## src/rtl/iic_slave_core_if.sv

```systemverilog
// iic_slave_core_if: FIFO-side handshake of the IIC responder.
// The core is the master of this interface: it issues the push/pop strobes.
// The FIFOs sit on the slave side.
interface iic_slave_core_if;
  logic       rx_wr_en;
  logic [7:0] rx_wr_data;
  logic       rx_wr_ready;
  logic       tx_rd_en;
  logic [7:0] tx_rd_data;
  logic       tx_empty;

  modport master (output rx_wr_en, rx_wr_data, tx_rd_en,
                  input  rx_wr_ready, tx_rd_data, tx_empty);
  modport slave  (input  rx_wr_en, rx_wr_data, tx_rd_en,
                  output rx_wr_ready, tx_rd_data, tx_empty);
endinterface

```

## src/rtl/iic_slave_core.sv

```systemverilog
// iic_slave_core: IIC responder byte engine.
// It filters SCL/SDA and detects START, repeated START and STOP.
// It matches a fixed 7-bit address.
// Write bytes are pushed to an RX FIFO; read bytes are popped from an FWFT TX FIFO.
// There is no clock stretching. SDA is open-drain via sda_oe.

// One bus line: 2-FF synchronizer followed by a run-length glitch filter.
// lvl_nxt_o exposes the filter's next level so edge flags can be registered
// in the same cycle the filtered level flips.
module iic_slave_filt #(
  parameter int FILT_LEN = 3
) (
  input  logic clk_sys,
  input  logic rst,
  input  logic raw_i,
  output logic lvl_o,
  output logic lvl_nxt_o
);
  logic [1:0] sync_q, sync_d;
  logic [3:0] run_q, run_d;
  logic       lvl_q, lvl_d;

  // Flip the level only after FILT_LEN consecutive disagreeing samples.
  always_comb begin
    sync_d = {sync_q[0], raw_i};
    run_d  = '0;
    lvl_d  = lvl_q;
    if (sync_q[1] != lvl_q) begin
      if (run_q == 4'(FILT_LEN - 1)) lvl_d = sync_q[1];
      else                           run_d = run_q + 4'd1;
    end
  end

  // Synchronizer and filter state; both preset to an idle-high bus.
  always_ff @(posedge clk_sys) begin
    if (rst) begin
      sync_q <= 2'b11;
      run_q  <= '0;
      lvl_q  <= 1'b1;
    end else begin
      sync_q <= sync_d;
      run_q  <= run_d;
      lvl_q  <= lvl_d;
    end
  end

  assign lvl_o     = lvl_q;
  assign lvl_nxt_o = lvl_d;
endmodule

module iic_slave_core #(
  parameter logic [6:0] SLV_ADDR = 7'h50,
  parameter int         FILT_LEN = 3,
  parameter int         U_DLY    = 1
) (
  input  logic              clk_sys,
  input  logic              rst,
  input  logic              scl_i,
  input  logic              sda_i,
  output logic              sda_oe,
  iic_slave_core_if.master  fifo,
  output logic              busy,
  output logic              addr_hit,
  output logic              stop_det,
  output logic              rx_ovf,
  output logic              tx_unf
);
  typedef enum logic [2:0] {
    IDLE, ADDR, ADDR_ACK, RX_BYTE, RX_ACK, TX_BYTE, TX_ACK, WAIT_STOP
  } state_t;

  // The register delay parameter only matters to behavioural models.
  // This synthesizable body does not use it.
  logic unused_dly;
  assign unused_dly = (U_DLY != 0);

  // Line index 0 = SCL, 1 = SDA.
  logic [1:0] lvl, lvl_nxt;
  iic_slave_filt #(.FILT_LEN(FILT_LEN)) u_filt [1:0] (
    .clk_sys   (clk_sys),
    .rst       (rst),
    .raw_i     ({sda_i, scl_i}),
    .lvl_o     (lvl),
    .lvl_nxt_o (lvl_nxt)
  );

  logic scl_rise_q, scl_rise_d, scl_fall_q, scl_fall_d;
  logic start_q, start_d, stop_q, stop_d;

  // Edge and bus-condition flags, taken from the filtered level transitions.
  always_comb begin
    scl_rise_d = ~lvl[0] &  lvl_nxt[0];
    scl_fall_d =  lvl[0] & ~lvl_nxt[0];
    start_d    =  lvl[0] &  lvl_nxt[0] &  lvl[1] & ~lvl_nxt[1];
    stop_d     =  lvl[0] &  lvl_nxt[0] & ~lvl[1] &  lvl_nxt[1];
  end

  // Flag registers.
  always_ff @(posedge clk_sys) begin
    if (rst) begin
      scl_rise_q <= 1'b0;
      scl_fall_q <= 1'b0;
      start_q    <= 1'b0;
      stop_q     <= 1'b0;
    end else begin
      scl_rise_q <= scl_rise_d;
      scl_fall_q <= scl_fall_d;
      start_q    <= start_d;
      stop_q     <= stop_d;
    end
  end

  state_t     state_q, state_d;
  logic [2:0] cnt_q, cnt_d;
  logic [7:0] sh_q, sh_d, rx_wr_data_q, rx_wr_data_d, byte_in, tx_byte;
  logic       rw_q, rw_d, ack_q, ack_d, ph_q, ph_d, load;
  logic       sda_oe_q, sda_oe_d, busy_q, busy_d;
  logic       rx_wr_en_q, rx_wr_en_d, tx_rd_en_q, tx_rd_en_d;
  logic       addr_hit_q, addr_hit_d, stop_det_q, stop_det_d;
  logic       rx_ovf_q, rx_ovf_d, tx_unf_q, tx_unf_d;

  // Next state and outputs. START/STOP outrank every per-state action.
  // ph_q marks the second SCL fall of an ACK slot.
  // ack_q holds the RX ACK decision, or that the master ACKed in TX_ACK.
  always_comb begin
    state_d      = state_q;
    cnt_d        = cnt_q;
    sh_d         = sh_q;
    rw_d         = rw_q;
    ack_d        = ack_q;
    ph_d         = ph_q;
    sda_oe_d     = sda_oe_q;
    busy_d       = busy_q;
    rx_wr_data_d = rx_wr_data_q;
    rx_wr_en_d   = 1'b0;
    tx_rd_en_d   = 1'b0;
    addr_hit_d   = 1'b0;
    stop_det_d   = 1'b0;
    rx_ovf_d     = 1'b0;
    tx_unf_d     = 1'b0;
    load         = 1'b0;
    byte_in      = {sh_q[6:0], lvl[1]};
    tx_byte      = fifo.tx_empty ? 8'hFF : fifo.tx_rd_data;
    if (start_q) begin
      state_d  = ADDR;
      cnt_d    = '0;
      sda_oe_d = 1'b0;
      busy_d   = 1'b1;
    end else if (stop_q) begin
      state_d    = IDLE;
      cnt_d      = '0;
      sda_oe_d   = 1'b0;
      busy_d     = 1'b0;
      stop_det_d = 1'b1;
    end else begin
      case (state_q)
        ADDR: if (scl_rise_q) begin
          sh_d  = byte_in;
          cnt_d = cnt_q + 3'd1;
          if (cnt_q == 3'd7) begin
            if (byte_in[7:1] == SLV_ADDR) begin
              state_d = ADDR_ACK;
              rw_d    = byte_in[0];
              ph_d    = 1'b0;
            end else begin
              state_d = WAIT_STOP;
            end
          end
        end
        ADDR_ACK: if (scl_fall_q) begin
          if (!ph_q) begin
            sda_oe_d   = 1'b1;
            addr_hit_d = 1'b1;
            ph_d       = 1'b1;
          end else if (!rw_q) begin
            sda_oe_d = 1'b0;
            cnt_d    = '0;
            state_d  = RX_BYTE;
          end else begin
            load = 1'b1;
          end
        end
        RX_BYTE: if (scl_rise_q) begin
          sh_d  = byte_in;
          cnt_d = cnt_q + 3'd1;
          if (cnt_q == 3'd7) begin
            state_d = RX_ACK;
            ph_d    = 1'b0;
            ack_d   = fifo.rx_wr_ready;
            if (fifo.rx_wr_ready) begin
              rx_wr_en_d   = 1'b1;
              rx_wr_data_d = byte_in;
            end else begin
              rx_ovf_d = 1'b1;
            end
          end
        end
        RX_ACK: if (scl_fall_q) begin
          if (!ph_q) begin
            sda_oe_d = ack_q;
            ph_d     = 1'b1;
          end else begin
            sda_oe_d = 1'b0;
            cnt_d    = '0;
            state_d  = RX_BYTE;
          end
        end
        TX_BYTE: if (scl_fall_q) begin
          if (cnt_q == 3'd7) begin
            sda_oe_d = 1'b0;
            ack_d    = 1'b0;
            state_d  = TX_ACK;
          end else begin
            sh_d     = {sh_q[6:0], 1'b0};
            sda_oe_d = ~sh_q[6];
            cnt_d    = cnt_q + 3'd1;
          end
        end
        TX_ACK: begin
          if (scl_rise_q) begin
            if (lvl[1]) begin
              state_d  = WAIT_STOP;
              sda_oe_d = 1'b0;
            end else begin
              ack_d = 1'b1;
            end
          end else if (scl_fall_q && ack_q) begin
            load = 1'b1;
          end
        end
        WAIT_STOP: sda_oe_d = 1'b0;
        default: ;
      endcase
      // Byte load on entry to TX_BYTE; an empty FIFO sends all ones.
      if (load) begin
        state_d    = TX_BYTE;
        cnt_d      = '0;
        sh_d       = tx_byte;
        sda_oe_d   = ~tx_byte[7];
        tx_rd_en_d = ~fifo.tx_empty;
        tx_unf_d   = fifo.tx_empty;
      end
    end
  end

  // FSM and output registers.
  always_ff @(posedge clk_sys) begin
    if (rst) begin
      state_q      <= IDLE;
      cnt_q        <= '0;
      sh_q         <= '0;
      rw_q         <= 1'b0;
      ack_q        <= 1'b0;
      ph_q         <= 1'b0;
      sda_oe_q     <= 1'b0;
      busy_q       <= 1'b0;
      rx_wr_data_q <= '0;
      rx_wr_en_q   <= 1'b0;
      tx_rd_en_q   <= 1'b0;
      addr_hit_q   <= 1'b0;
      stop_det_q   <= 1'b0;
      rx_ovf_q     <= 1'b0;
      tx_unf_q     <= 1'b0;
    end else begin
      state_q      <= state_d;
      cnt_q        <= cnt_d;
      sh_q         <= sh_d;
      rw_q         <= rw_d;
      ack_q        <= ack_d;
      ph_q         <= ph_d;
      sda_oe_q     <= sda_oe_d;
      busy_q       <= busy_d;
      rx_wr_data_q <= rx_wr_data_d;
      rx_wr_en_q   <= rx_wr_en_d;
      tx_rd_en_q   <= tx_rd_en_d;
      addr_hit_q   <= addr_hit_d;
      stop_det_q   <= stop_det_d;
      rx_ovf_q     <= rx_ovf_d;
      tx_unf_q     <= tx_unf_d;
    end
  end

  assign sda_oe          = sda_oe_q;
  assign busy            = busy_q;
  assign addr_hit        = addr_hit_q;
  assign stop_det        = stop_det_q;
  assign rx_ovf          = rx_ovf_q;
  assign tx_unf          = tx_unf_q;
  assign fifo.rx_wr_en   = rx_wr_en_q;
  assign fifo.rx_wr_data = rx_wr_data_q;
  assign fifo.tx_rd_en   = tx_rd_en_q;
endmodule

```

## src/flat_wrapper.sv

```systemverilog
// flat-port wrapper written by rule: the top's interface ports become plain ports
module iic_slave_core_flat 
#(
  parameter logic [6:0] SLV_ADDR = 7'h50,
  parameter int         FILT_LEN = 3,
  parameter int         U_DLY    = 1
)
  (clk_sys, rst, scl_i, sda_i, sda_oe, busy, addr_hit, stop_det, rx_ovf, tx_unf, fifo_rx_wr_en, fifo_rx_wr_data, fifo_tx_rd_en, fifo_rx_wr_ready, fifo_tx_rd_data, fifo_tx_empty);
  iic_slave_core_if fifo_i ();
  input  logic clk_sys;
  input  logic rst;
  input  logic scl_i;
  input  logic sda_i;
  output logic sda_oe;
  output logic busy;
  output logic addr_hit;
  output logic stop_det;
  output logic rx_ovf;
  output logic tx_unf;
  output wire logic [$bits(fifo_i.rx_wr_en)-1:0] fifo_rx_wr_en;
  output wire logic [$bits(fifo_i.rx_wr_data)-1:0] fifo_rx_wr_data;
  output wire logic [$bits(fifo_i.tx_rd_en)-1:0] fifo_tx_rd_en;
  input wire logic [$bits(fifo_i.rx_wr_ready)-1:0] fifo_rx_wr_ready;
  input wire logic [$bits(fifo_i.tx_rd_data)-1:0] fifo_tx_rd_data;
  input wire logic [$bits(fifo_i.tx_empty)-1:0] fifo_tx_empty;
  assign fifo_rx_wr_en = fifo_i.rx_wr_en;
  assign fifo_rx_wr_data = fifo_i.rx_wr_data;
  assign fifo_tx_rd_en = fifo_i.tx_rd_en;
  assign fifo_i.rx_wr_ready = fifo_rx_wr_ready;
  assign fifo_i.tx_rd_data = fifo_tx_rd_data;
  assign fifo_i.tx_empty = fifo_tx_empty;
  iic_slave_core #(.SLV_ADDR(SLV_ADDR), .FILT_LEN(FILT_LEN), .U_DLY(U_DLY)) u_core (.clk_sys(clk_sys), .rst(rst), .scl_i(scl_i), .sda_i(sda_i), .sda_oe(sda_oe), .fifo(fifo_i), .busy(busy), .addr_hit(addr_hit), .stop_det(stop_det), .rx_ovf(rx_ovf), .tx_unf(tx_unf));
endmodule
```

## config.mk

```make
export PLATFORM = sky130hd
export DESIGN_NAME = iic_slave_core_flat
export DESIGN_NICKNAME = d
export VERILOG_FILES = /design/src/rtl/iic_slave_core_if.sv /design/src/rtl/iic_slave_core.sv /design/src/flat_wrapper.sv
export SDC_FILE = /design/constraint.sdc
export NUM_CORES = 1
export LEC_CHECK = 0
export ABC_AREA = 1
export ABC_CLOCK_PERIOD_IN_PS = 1700
export BUFFER_PORTS_ARGS = -buffer_cell sky130_fd_sc_hd__buf_4
export CAP_MARGIN = 15
export CORE_UTILIZATION = 42
export CTS_BUF_LIST = sky130_fd_sc_hd__clkbuf_2 sky130_fd_sc_hd__clkbuf_4 sky130_fd_sc_hd__clkbuf_8
export DETAILED_ROUTE_END_ITERATION = 10
export RECOVER_POWER = 50
export REMOVE_ABC_BUFFERS = 1
export SKIP_CTS_REPAIR_TIMING = 1
export SYNTH_ARGS = -nofsm -noshare
export SYNTH_HDL_FRONTEND = slang
export SYNTH_SLANG_ARGS = --single-unit
```

## constraint.sdc

```tcl
create_clock -name clk_sys -period 1.7 [get_ports clk_sys]
set_input_delay 0.17 -clock clk_sys [delete_from_list [all_inputs] [get_ports clk_sys]]
set_output_delay 0.17 -clock clk_sys [all_outputs]
set_load 0.01 [all_outputs]
```

; Word level (Yosys, flattened, before mapping)
; Index checks and enable logic that the tools add are counted.
[word_totals]
register_bits = 50
input_bits = 14
output_inout_bits = 16
elab_cells = 219
[op_classes]
addsub = 3
n_eq_ne = 60
n_mux = 75
bitwise = 24
n_reduce_logical = 30
[op_table]
columns = op, n
row1 = 3-bit two-way mux, 23
row2 = "5-bit by 1-bit != test with 1-bit output, second input constant", 11
row3 = 14-bit AND reduction, 3
row4 = 1-bit two-way mux, 40
row5 = "3-bit by 1-bit != test with 1-bit output, second input constant", 12
row6 = 7-bit two-way mux, 4
row7 = "2-bit by 1-bit != test with 1-bit output, second input constant", 14
row8 = 9-bit AND reduction, 3
row9 = 3-bit case mux with 6 select lines, 1
row10 = 6-bit AND reduction, 3
row11 = 1-bit NOT, 17
row12 = "3-bit equality test, second input constant", 5
row13 = 7-bit case mux with 2 select lines, 1
row14 = 3-bit case mux with 4 select lines, 1
row15 = 6-bit nonzero test, 2
row16 = 3-bit nonzero test, 3
row17 = 9-bit nonzero test, 1
row18 = 3-bit OR reduction, 3
row19 = "4-bit by 1-bit adder with 4-bit output, second input constant", 2
row20 = "4-bit by 2-bit equality test with 1-bit output, second input constant", 2
row21 = 8-bit two-way mux, 1
row22 = "2-bit != test, second input constant", 4
row23 = 4-bit OR reduction, 2
row24 = 1-bit bitwise AND, 7
row25 = other kinds (21), 27

; Logic depth before layout (Yosys ltp)
; Gate-level depths: netlist of run 1.
[logic_depth]
word_depth = 9
depth_mapped = 11
depth_no_buf = 11

; Modules after synthesis
; A second synthesis of run 1 with hierarchy kept.
[unflattened]
hier_cells = 349
hier_area_um2 = 2597.5
[modules_own_cells]
columns = module, instances, cells_each, area_each_um2
row1 = iic_slave_core, 1, 285, 2019.4
row2 = iic_slave_filt, 2, 32, 289.0

; Worst setup path before layout of run 1
; OpenSTA, ideal clock, no wires.
[synth_path]
path_type = register to register
from = register u_core.cnt_q[0]
to = register u_core.rx_wr_data_q[5] (netlist: u_core.fifo.rx_wr_data[5])
setup_ns = 0.070
arrival_time_ns = 1.412
required_ns = 1.630
slack_ns = 0.218
stages_incl_launch_ff = 10
path_buffers = 1
synth_period_minus_slack_ns = 1.482
cell_sequence = dfxtp_1 > ha_1 > ha_1 > nand2_1 > nor2_1 > nand3_1 > inv_1 > buf_2 > o21ai_0 > a21oi_1
[synth_between]
elab_chain_len = 2
[synth_lines]
columns = item, line_no
row1 = from (decl), iic_slave_core.sv:114  ; logic [2:0] cnt_q, cnt_d;
row2 = from (signal assigned), iic_slave_core.sv:266  ; cnt_q <= cnt_d;
row3 = 3-bit equality test, iic_slave_core.sv:186  ; if (cnt_q == 3'd7) begin
row4 = 6-bit AND reduction (no line), --
row5 = to (signal assigned), iic_slave_core.sv:273  ; rx_wr_data_q <= rx_wr_data_d;
row6 = to (decl), iic_slave_core.sv:115  ; logic [7:0] sh_q, sh_d, rx_wr_data_q, rx_wr_data_d, byte_in, tx_byte;
; Every way passes these cells.
; A chain may end at the register's enable or synchronous reset.

; Final worst setup path of run 1
[layout_path]
from = register u_core.state_q[2]
to = register u_core.state_q[1]
[layout_between]
elab_chain_len = 5
word_cells_on_any_way = 26
classes_between = 19 x eq/ne / 4 x mux / 3 x reduce/logical
[layout_lines]
columns = item, line_no
row1 = from (decl), iic_slave_core.sv:113  ; state_t state_q, state_d;
row2 = from (signal assigned), iic_slave_core.sv:265  ; state_q <= state_d;
row3 = 3-bit equality test / 3-bit by 2-bit equality test with 1-bit output (equally long branches), iic_slave_core.sv:156  ; case (state_q)
row4 = 1-bit case mux with 2 select lines, iic_slave_core.sv:156
row5 = 1-bit two-way mux, iic_slave_core.sv:149  ; end else if (stop_q) begin
row6 = 1-bit two-way mux, iic_slave_core.sv:144  ; if (start_q) begin
row7 = 4-bit OR reduction (no line), --
; Parallel ways exist; a longest one is shown, timed or not. The select of a mux whose other input is x is not followed.

==> metrics.csv, run 1 <==
stage,metric,value,unit
status,outcome,"complete, no violations",
yosys,synth.yosys.seq_area_share,43.29,%
die,io-pin-count,30,
sta,drv_slew,0,
place,gp_congestion,0.8771,
clock_tree,cts_tree,built,
sta,fin_hold_ws,0.04362,ns
sta,max_freq,619.0,MHz
yosys,synth-edff-count,0,
sta,fin_skew,0.01287,ns
global_route,overflow,0,
pwr,comb_power_share,38.4,%
yosys,yosysWarningCount,0,
yosys,ys_async_sr_fraction,0,%
yosys,synth_ff_type,dfxtp_1,
worst_setup_path,end_kind,register,
pwr,power_density,1273,nW/um^2
clock_tree,htreeDepth,2,
global_route,grtUsageMet1,26.62,%
pwr,p_sw_share,34.97,%
pwr,clockPowerShare,23.9,%
route,wl_per_cell,12.41,microns
pwr,power_frac_seq,37.7,%
worst_setup_path,slowest_delay,0.36,ns
sta,hold_viol_final,0,
worst_setup_path,critPathLaunchType,register,
sta,fin_crit_sh,95.04,%
die,die_w,76.20,microns
run,maxCapViolations,0,
route,vias,2176,
worst_setup_path,path_class,register to register,
yosys,ys_ff_latch,50,
min_path,hold_class,input port to register,
worst_setup_path,crit_required,1.93,ns
yosys,ys_types,32,
sta,slew_headroom,67.35,%
clock_tree,cts.sink_count,50,
pwr,peakVddDrop,0.6287,mV
cells_and_area,syn2layout_area_growth,24.40,%
global_route,grt_pass1_wl,9.439,mm
cells_and_area,final_nets,389,
worst_setup_path,path_cells,buf_12 -> inv_1 -> buf_4 -> nor2_1 -> nand3_2 -> nand3_1 -> nor2_2 -> buf_4 -> nand3_1 -> nand2_1 -> a21oi_1,
global_route,top_usage_layer,met2,
global_route,grtUsageMet3,3.832,%
route,firstDrtPassIters,4,
cells_and_area,fin_cells,440,
die,die_y,76.20,microns
sta,setup-violations-final,0,
die,core-area,5205,sq um
place,portBuffers,29,
global_route,grt_util_all_layers,20.07,%
global_route,antenna_found_initial,0,
route,via_per_inst,4.945,
worst_setup_path,crit_slowest_cell,dfxtp_1,
sta,fin_crit,1.616,ns
route,drt-total-wl,5.461,mm
pwr,p_int,0.002382,W
yosys,syn_area,2312,sq um
worst_setup_path,ff2ff_setup_slack,0.08,ns
die,die-area,5806,sq um
clock_tree,clock_path_buffers,2,
yosys,syn-instance-count,318,
place,place_inst,431,
pwr,power.total,0.003663,W
route,drcViolationCount,0,
route,drtIter0Drc,187,
die,rows,26,
cells_and_area,n_antenna_cell,0,
clock_tree,cts_made_buffers,5,
clock_tree,worstSkewPairLatency,0.30,ns
worst_setup_path,worstPathMaxFanout,14,
sta,worst_pin_slew,0.4856,ns
die,start_util,44.42,%
global_route,grt_max_degree,17,
pwr,p_leak,1.263,nW
route,antenna_left,0,
yosys,avgSynthCellArea,7.271,sq um
cells_and_area,drive_gt1_share,18.92,%
global_route,globalRouteMet2Util,32.91,%
place,dpl.hpwl,4.262,mm
clock_tree,cts-root-buf,clkbuf_8,
worst_setup_path,critical_path_arrival,1.84,ns
pwr,power.switching,0.001281,W
global_route,grt_pass1_vias,2076,
clock_tree,cts.reportedPaths.clkPinSlew,0.09,ns
[layout make-up]
class,count,area [sq um]
clock buffers,6,82.58
repair buffers,54,395.4
clock inverters,2,38.79
flip-flops and latches,50,1005
multi-input cells,221,1126
fillers,513,2328
well taps,70,87.58
inverters,37,141.4
[layer usage]
| layer | routed length (microns) | share of wire [%] |
|---|---|---|
| met5 | 0 | 0 |
| met4 | 41 | 0.75 |
| met3 | 223 | 4.1 |
| met2 | 2497 | 46 |
| met1 | 2698 | 49 |
[cell families after synthesis]
family,Yosys count,synth area share [%]
AND/OR/NAND/NOR,142,26.73
AO/OA/AOI/OAI,68,15.53
adder cells (fa/ha/maj),6,3.247
flip-flops,50,43.29
XOR/XNOR,5,1.894
buffers and inverters,47,9.307
[critical path, delay by kind of cell (launching register included)]
family | cells | cell delay, ns
buffers and inverters | 4 | 0.46
AND/OR/NAND/NOR | 6 | 0.60
AO/OA/AOI/OAI | 1 | 0.12
flip-flops | 1 | 0.36
[final timing paths]
check | start | depth (start not counted) | end
worst min register to register | u_core.u_filt[0].sync_q[0] | 1 | u_core.u_filt[0].sync_q[1]
worst max-delay path | u_core.state_q[2] | 11 | u_core.state_q[1]
worst min-delay path | sda_i | 2 | u_core.u_filt[1].sync_q[0]
worst max register to register | u_core.state_q[2] | 11 | u_core.state_q[1]
[state kept, by name (all words and copies together), names as in the netlist, 2 cells and up]
name                    flops
u_core.fifo.rx_wr_data      8
u_core.u_filt.run_q         8
u_core.sh_q                 7
u_core.u_filt.sync_q        4
u_core.cnt_q                3
u_core.state_q              3
u_core.u_filt.lvl_o         2
[Yosys cell counts, types with 2 or more instances]
master	instances	area (sq um)
nand4_1	4	25.02
or2_2	4	25.02
o21ai_2	2	17.52
o21bai_1	2	15.01
nand2_1	49	183.9
nor4_1	2	12.51
xor2_1	3	26.28
buf_6	4	45.04
a21oi_1	24	120.1
nor2_1	46	172.7
nor2_2	3	18.77
o21ai_1	7	35.03
nor3_1	8	40.04
nand2_2	3	18.77
o21ai_0	30	150.1
dfxtp_1	50	1001
xnor2_1	2	17.52
ha_1	6	75.07
clkbuf_1	2	7.510
inv_1	35	131.4
nand3_1	21	105.1
[through the flow]
stage	TNS [ns]	setup WS (ns)	util (%)	instance area (sq um)
6_report	0	0.08440	55.26	2877
5_1_grt	-0.07580	-0.02556	55.26	2877
4_1_cts	-0.1434	-0.06290	55.38	2883
3_5_place_dp	-0.07671	-0.04793	53.05	2761
3_3_place_gp	-0.1574	-0.04252	53.05	2761
2_1_floorplan	0	0.09211	-	2238
[power by group through the flow]
stage               sequential, W  combinational (W)  clock, W
global route              0.00139            0.00158  0.000939
global placement          0.00140            0.00132         0
CTS                       0.00137            0.00130  0.000903
floorplan                 0.00140           0.000769         0
detailed placement        0.00140            0.00129         0
finish                    0.00138            0.00141  0.000876
[placed cells by master (no fill, tap or decap), types with 2 or more instances in the layout]
master and n:
clkbuf_1 16, nor2_2 3, o21ai_0 29, nand2_2 6
xnor2_1 2, inv_1 35, xor2_1 3, nor4_1 2
nand4_1 4, nand3_1 20, o21bai_1 2, or2_2 4
nor2_1 45, dfxtp_1 47, ha_1 5, nand3_2 2
clkbuf_8 6, buf_4 34, buf_12 4, nor3_1 8
o21ai_1 8, a21oi_1 24, dfxtp_2 3, nand2_1 46
Note: power is estimated with default switching activity, not from simulation.
==> run 2: changes to the inputs <==
--- a/config.mk
+++ b/config.mk
@@ -9,7 +9,7 @@
 export ABC_CLOCK_PERIOD_IN_PS = 1700
 export BUFFER_PORTS_ARGS = -buffer_cell sky130_fd_sc_hd__buf_4
 export CAP_MARGIN = 15
-export CORE_UTILIZATION = 42
+export CORE_UTILIZATION = 45
 export CTS_BUF_LIST = sky130_fd_sc_hd__clkbuf_2 sky130_fd_sc_hd__clkbuf_4 sky130_fd_sc_hd__clkbuf_8
 export DETAILED_ROUTE_END_ITERATION = 10
 export RECOVER_POWER = 50
==> metrics.csv, run 2 (synthesis gave the netlist of run 1 again) <==
stage,metric,value,unit
sta,max_freq,610.0,MHz
cells_and_area,drive_gt1_share,17.63,%
sta,drv_slew,0,
sta,setup-violations-final,0,
pwr,peakVddDrop,0.6186,mV
worst_setup_path,end_kind,register,
global_route,grt_max_degree,17,
die,io-pin-count,30,
global_route,grt_pass1_vias,1921,
worst_setup_path,crit_required,1.93,ns
cells_and_area,fin_cells,430,
place,portBuffers,29,
pwr,p_leak,1.216,nW
sta,fin_crit,1.639,ns
global_route,grt_pass1_wl,8.500,mm
cells_and_area,nFillCells,507,
clock_tree,cts_made_buffers,5,
route,wl_per_cell,12.01,microns
min_path,hold_class,input port to register,
route,drt-total-wl,5.163,mm
global_route,antenna_found_initial,0,
cells_and_area,final_common_cell,nand2_1,
cells_and_area,final_cell_mix,"49 x nand2_1, 45 x dfxtp_1, 44 x nor2_1, 34 x inv_1, 30 x o21ai_0",
clock_tree,htreeDepth,2,
clock_tree,cts.sink_count,50,
die,die_w,73.68,microns
die,start_util,47.69,%
global_route,overflow,0,
die,die_y,73.68,microns
route,antenna_left,0,
cells_and_area,multi_input_area,1134,sq um
place,place_inst,418,
die,core-area,4848,sq um
sta,worst_pin_slew,0.5085,ns
clock_tree,cts.reportedPaths.clkPinSlew,0.09,ns
global_route,grtUsageMet1,27.54,%
cells_and_area,final_nets,382,
global_route,grtUsageMet3,3.841,%
worst_setup_path,path_class,register to register,
die,rows,25,
sta,hold_viol_final,0,
place,dpl.hpwl,3.797,mm
place,gp_congestion,0.9606,
clock_tree,worstSkewPairLatency,0.30,ns
clock_tree,clock_path_buffers,2,
sta,fin_crit_sh,96.44,%
worst_setup_path,critical_path_arrival,1.87,ns
worst_setup_path,critPathLaunchType,register,
clock_tree,cts-root-buf,clkbuf_8,
global_route,grt_util_all_layers,20.39,%
global_route,globalRouteMet2Util,32.11,%
route,firstDrtPassIters,5,
cells_and_area,n_antenna_cell,0,
sta,slew_headroom,65.81,%
route,vias,2142,
run,maxCapViolations,0,
route,drtIter0Drc,162,
worst_setup_path,worstPathMaxFanout,7,
global_route,top_usage_layer,met2,
cells_and_area,regArea,1012,sq um
place,place_area,2670,sq um
clock_tree,cts_tree,built,
status,outcome,"complete, no violations",
route,drcViolationCount,0,
route,via_per_inst,4.981,
sta,fin_skew,0.005594,ns
pwr,power_density,1223,nW/um^2
cells_and_area,postLayoutCellArea,2801,sq um
cells_and_area,syn2layout_area_growth,21.16,%
die,die-area,5429,sq um
run 2: cell types whose count changed in the layout (fill, tap and decap cells not counted), sizes merged:
cell    previous run  this run
buf               38        29
clkbuf            22        25
bufinv             1         0
run 2: worst paths after layout:
path | start | to | slack [ns] | cells after the start
max | u_core.cnt_q[0] | u_core.sh_q[5] | 0.06 | 9
min | fifo_rx_wr_ready | u_core.rx_ovf | 0.05 | 2
max reg2reg | u_core.cnt_q[0] | u_core.sh_q[5] | 0.06 | 9
min reg2reg | u_core.u_filt[1].sync_q[0] | u_core.u_filt[1].sync_q[1] | 0.41 | 1
run 2: routing by layer:
metal | up-vias | part of all wire, %
li1 | 1119 | -
met1 | 950 | 48
met2 | 62 | 45
met3 | 11 | 5.2
met4 | 0 | 1.9
met5 | - | 0
run 2: where the power goes:
part,switching [W],internal [W]
clock,0.000397,0.000353
sequential,0.000109,0.00130
combinational,0.000725,0.000547
total,0.00123,0.00220
run 2: worst max-delay path, stage by stage (launching register included):
cell,delay (ns)
dfxtp_2,0.34
ha_2,0.19
ha_4,0.13
inv_1,0.06
o21ai_2,0.18
nor2_4,0.07
o21ai_4,0.22
buf_12,0.15
o21ai_1,0.07
a21oi_1,0.16
run 2: layout make-up:
class	count	area share, %
clock buffer	7	3.216
timing repair buffer	47	11.84
multi-input combinational	221	40.46
tap	67	2.992
sequential	50	36.13
clock inverter	1	0.3126
inverter	37	5.047
run 2: metrics by stage:
stage	setup slack (ns)	util (%)	power (W)	setup TNS, ns	hold slack (ns)
2_1_floorplan	0.09211	-	0.002174	0	0.2391
5_1_grt	-0.03807	57.78	0.003674	-0.06963	0.04032
6_report	0.06055	57.78	0.003427	0	0.04918
3_5_place_dp	0.009258	55.07	0.002548	0	0.3584
4_1_cts	-0.01227	57.11	0.003301	-0.01943	0.03923
3_3_place_gp	0.01685	55.07	0.002554	0	0.3542
==> run 3: changes to the inputs <==
--- a/config.mk
+++ b/config.mk
@@ -5,7 +5,6 @@
 export SDC_FILE = /design/constraint.sdc
 export NUM_CORES = 1
 export LEC_CHECK = 0
-export ABC_AREA = 1
 export ABC_CLOCK_PERIOD_IN_PS = 1700
 export BUFFER_PORTS_ARGS = -buffer_cell sky130_fd_sc_hd__buf_4
 export CAP_MARGIN = 15
==> metrics.csv, run 3 <==
stage,metric,value,unit
status,outcome,"complete, but fails checks",
status,violations,setup timing,
cells_and_area,postLayoutCellArea,3281,sq um
global_route,overflow,0,
yosys,ys_top_cells_by_area,"dfxtp_1 42%, nor2_1 5.7%, mux2i_1 5.1%",
worst_setup_path,reg2reg_to,u_core.sh_q[2],
yosys,avgSynthCellArea,9.015,sq um
cells_and_area,nFillCells,448,
cells_and_area,multi_input_area,1420,sq um
cells_and_area,regArea,1011,sq um
cells_and_area,drive_gt1_share,39.64,%
place,place_ws,-0.1858,ns
route,drtIter0Drc,165,
sta,fin_hold_ws,0.03835,ns
cells_and_area,final_common_cell,buf_4,
yosys,synthTopCellsByCount,"50 x dfxtp_1, 36 x nor2_1, 15 x nand2_1, 15 x nor3_1, 12 x mux2i_1",
die,die-area,5563,sq um
sta,rsz0062_at_grt,yes,
place,dpl.hpwl,4.189,mm
global_route,grt_max_degree,25,
sta,fin_skew,0.009217,ns
clock_tree,worstSkewPairLatency,0.31,ns
global_route,grt_util_all_layers,21.11,%
worst_setup_path,critical_path_arrival,2.01,ns
clock_tree,cts.sink_count,50,
place,portBuffers,29,
cells_and_area,syn2layout_area_growth,38.36,%
yosys,syn_area,2371,sq um
min_path,hold_class,input port to register,
worst_setup_path,worstPathMaxFanout,7,
die,rows,26,
place,gp_congestion,0.8539,
route,firstDrtPassIters,4,
die,io-pin-count,30,
global_route,grt_pass1_wl,8.928,mm
route,drt-total-wl,5.843,mm
place,place_area,2938,sq um
sta,hold_viol_final,0,
yosys,yosysTopAreaCellShare,42.22,%
clock_tree,clock_path_buffers,2,
worst_setup_path,startpoint,u_core.cnt_q[1],
worst_setup_path,crit_path_end,u_core.sh_q[2],
sta,setup_ws,-0.09794,ns
sta,drv_slew,0,
sta,worst_pin_slew,0.5032,ns
pwr,peakVddDrop,0.5037,mV
die,die_y,74.59,microns
cells_and_area,n_antenna_cell,0,
cells_and_area,fin_cells,403,
cells_and_area,final_cell_mix,"77 x buf_4, 44 x dfxtp_1, 36 x nor2_1, 15 x nand2_1, 14 x nor3_1",
die,core-area,5075,sq um
yosys,synth_ff_type,dfxtp_1,
global_route,grt_pass1_vias,1887,
pwr,p_leak,1.408,nW
route,drcViolationCount,0,
yosys,synth_area_leader_cell,dfxtp_1,
worst_setup_path,ff2ff_setup_slack,-0.1,ns
worst_setup_path,path_class,register to register,
yosys,synth.yosys.seq_area_share,42.22,%
clock_tree,cts_tree,built,
run,maxCapViolations,0,
yosys,yosysMostFrequentCell,dfxtp_1,
clock_tree,cts-root-buf,clkbuf_8,
clock_tree,cts_made_buffers,5,
route,via_per_inst,5.320,
pwr,power_density,604.5,nW/um^2
sta,slew_headroom,66.42,%
place,place_inst,391,
die,die_w,74.59,microns
yosys,synth-edff-count,0,
clock_tree,htreeDepth,2,
die,start_util,46.72,%
clock_tree,cts.reportedPaths.clkPinSlew,0.10,ns
sta,fin_crit,1.798,ns
worst_setup_path,r2r-start,u_core.cnt_q[1],
sta,max_freq,556.2,MHz
worst_setup_path,crit_required,1.91,ns
sta,fin_crit_sh,105.8,%
yosys,syn-instance-count,263,
yosys,ys_types,58,
worst_setup_path,end_kind,register,
cells_and_area,final_nets,352,
worst_setup_path,critPathLaunchType,register,
route,wl_per_cell,14.50,microns
route,vias,2144,
route,antenna_left,0,
pwr,power.total,0.001983,W
yosys,ys_async_sr_fraction,0,%
worst_setup_path,r2r_cells,8,
sta,setup-violations-final,17,
yosys,yosysWarningCount,0,
global_route,antenna_found_initial,0,
yosys,ys_ff_latch,50,
==> run 3: cell count changes after synthesis, moves of 4 or more <==
cell,delta
nor3_1,+7
o41ai_1,+5
mux2i_1,+12
a21oi_1,-14
inv_1,-27
o21ai_1,-7
nand3_1,-10
nor2_1,-10
o21ai_0,-22
buf_2,+4
nand2_1,-34
==> run 3: per-stage QoR <==
| step | TNS [ns] | util [%] |
|---|---|---|
| after floorplan | -2.528 | - |
| after global placement | -0.9898 | 57.89 |
| after detailed placement | -1.916 | 57.89 |
| after CTS | -2.152 | 59.81 |
| after global routing | -2.798 | 64.65 |
| final | -0.9509 | 64.65 |
==> run 3: final cells by class <==
class	count	area share, %
multi-input cells	187	43.29
flip-flops and latches	50	30.82
repair buffers	80	19.34
well taps	70	2.670
clock buffers	5	2.098
inverters	8	0.9153
clock inverters	3	0.8772
==> run 3: metal layers <==
layer,part of all wire [%],GRT usage (%),up-vias
met4,0.84,5.241,0
met1,45,27.54,1014
met3,4.2,3.930,7
met5,0,0,-
met2,50,35.94,45
li1,-,-,1078
==> run 3: cells by family (layout without fill, tap and decap cells) <==
kind of cell,count (synthesis),count (layout),synth area share [%]
compound gates,49,49,16.25
buf+inv,26,96,5.647
simple gates,113,113,25.07
fa+ha+maj,6,6,3.166
flops,50,50,42.22
xor+xnor,7,7,2.586
mux,12,12,5.066
==> run 3: worst min path at each step <==
stage,cells past startpoint,end,from,slack [ns]
6_report,2,u_core.u_filt[0].sync_q[0],scl_i,0.04
2_1_floorplan,1,u_core.state_q[0],rst,0.24
3_5_place_dp,2,u_core.u_filt[1].sync_q[0],sda_i,0.36
3_3_place_gp,2,u_core.u_filt[1].sync_q[0],sda_i,0.36
5_1_grt,2,u_core.u_filt[1].sync_q[0],sda_i,0.02
4_1_cts,2,u_core.u_filt[0].sync_q[0],scl_i,0.03
==> run 3: power by group <==
| group | switching, W | internal [W] | total [W] |
|---|---|---|---|
| logic | 0.0000405 | 0.0000325 | 0.0000730 |
| clock network | 0.000425 | 0.000305 | 0.000731 |
| registers | 0.00000432 | 0.00118 | 0.00118 |
| total | 0.000470 | 0.00151 | 0.00198 |
==> run 3: critical path, stage by stage (launching register included) <==
cell	delay [ns]
dfxtp_2	0.36
ha_4	0.14
ha_4	0.12
and4bb_1	0.17
o21a_1	0.23
o31ai_4	0.35
buf_12	0.17
nand3b_1	0.10
o41ai_2	0.07
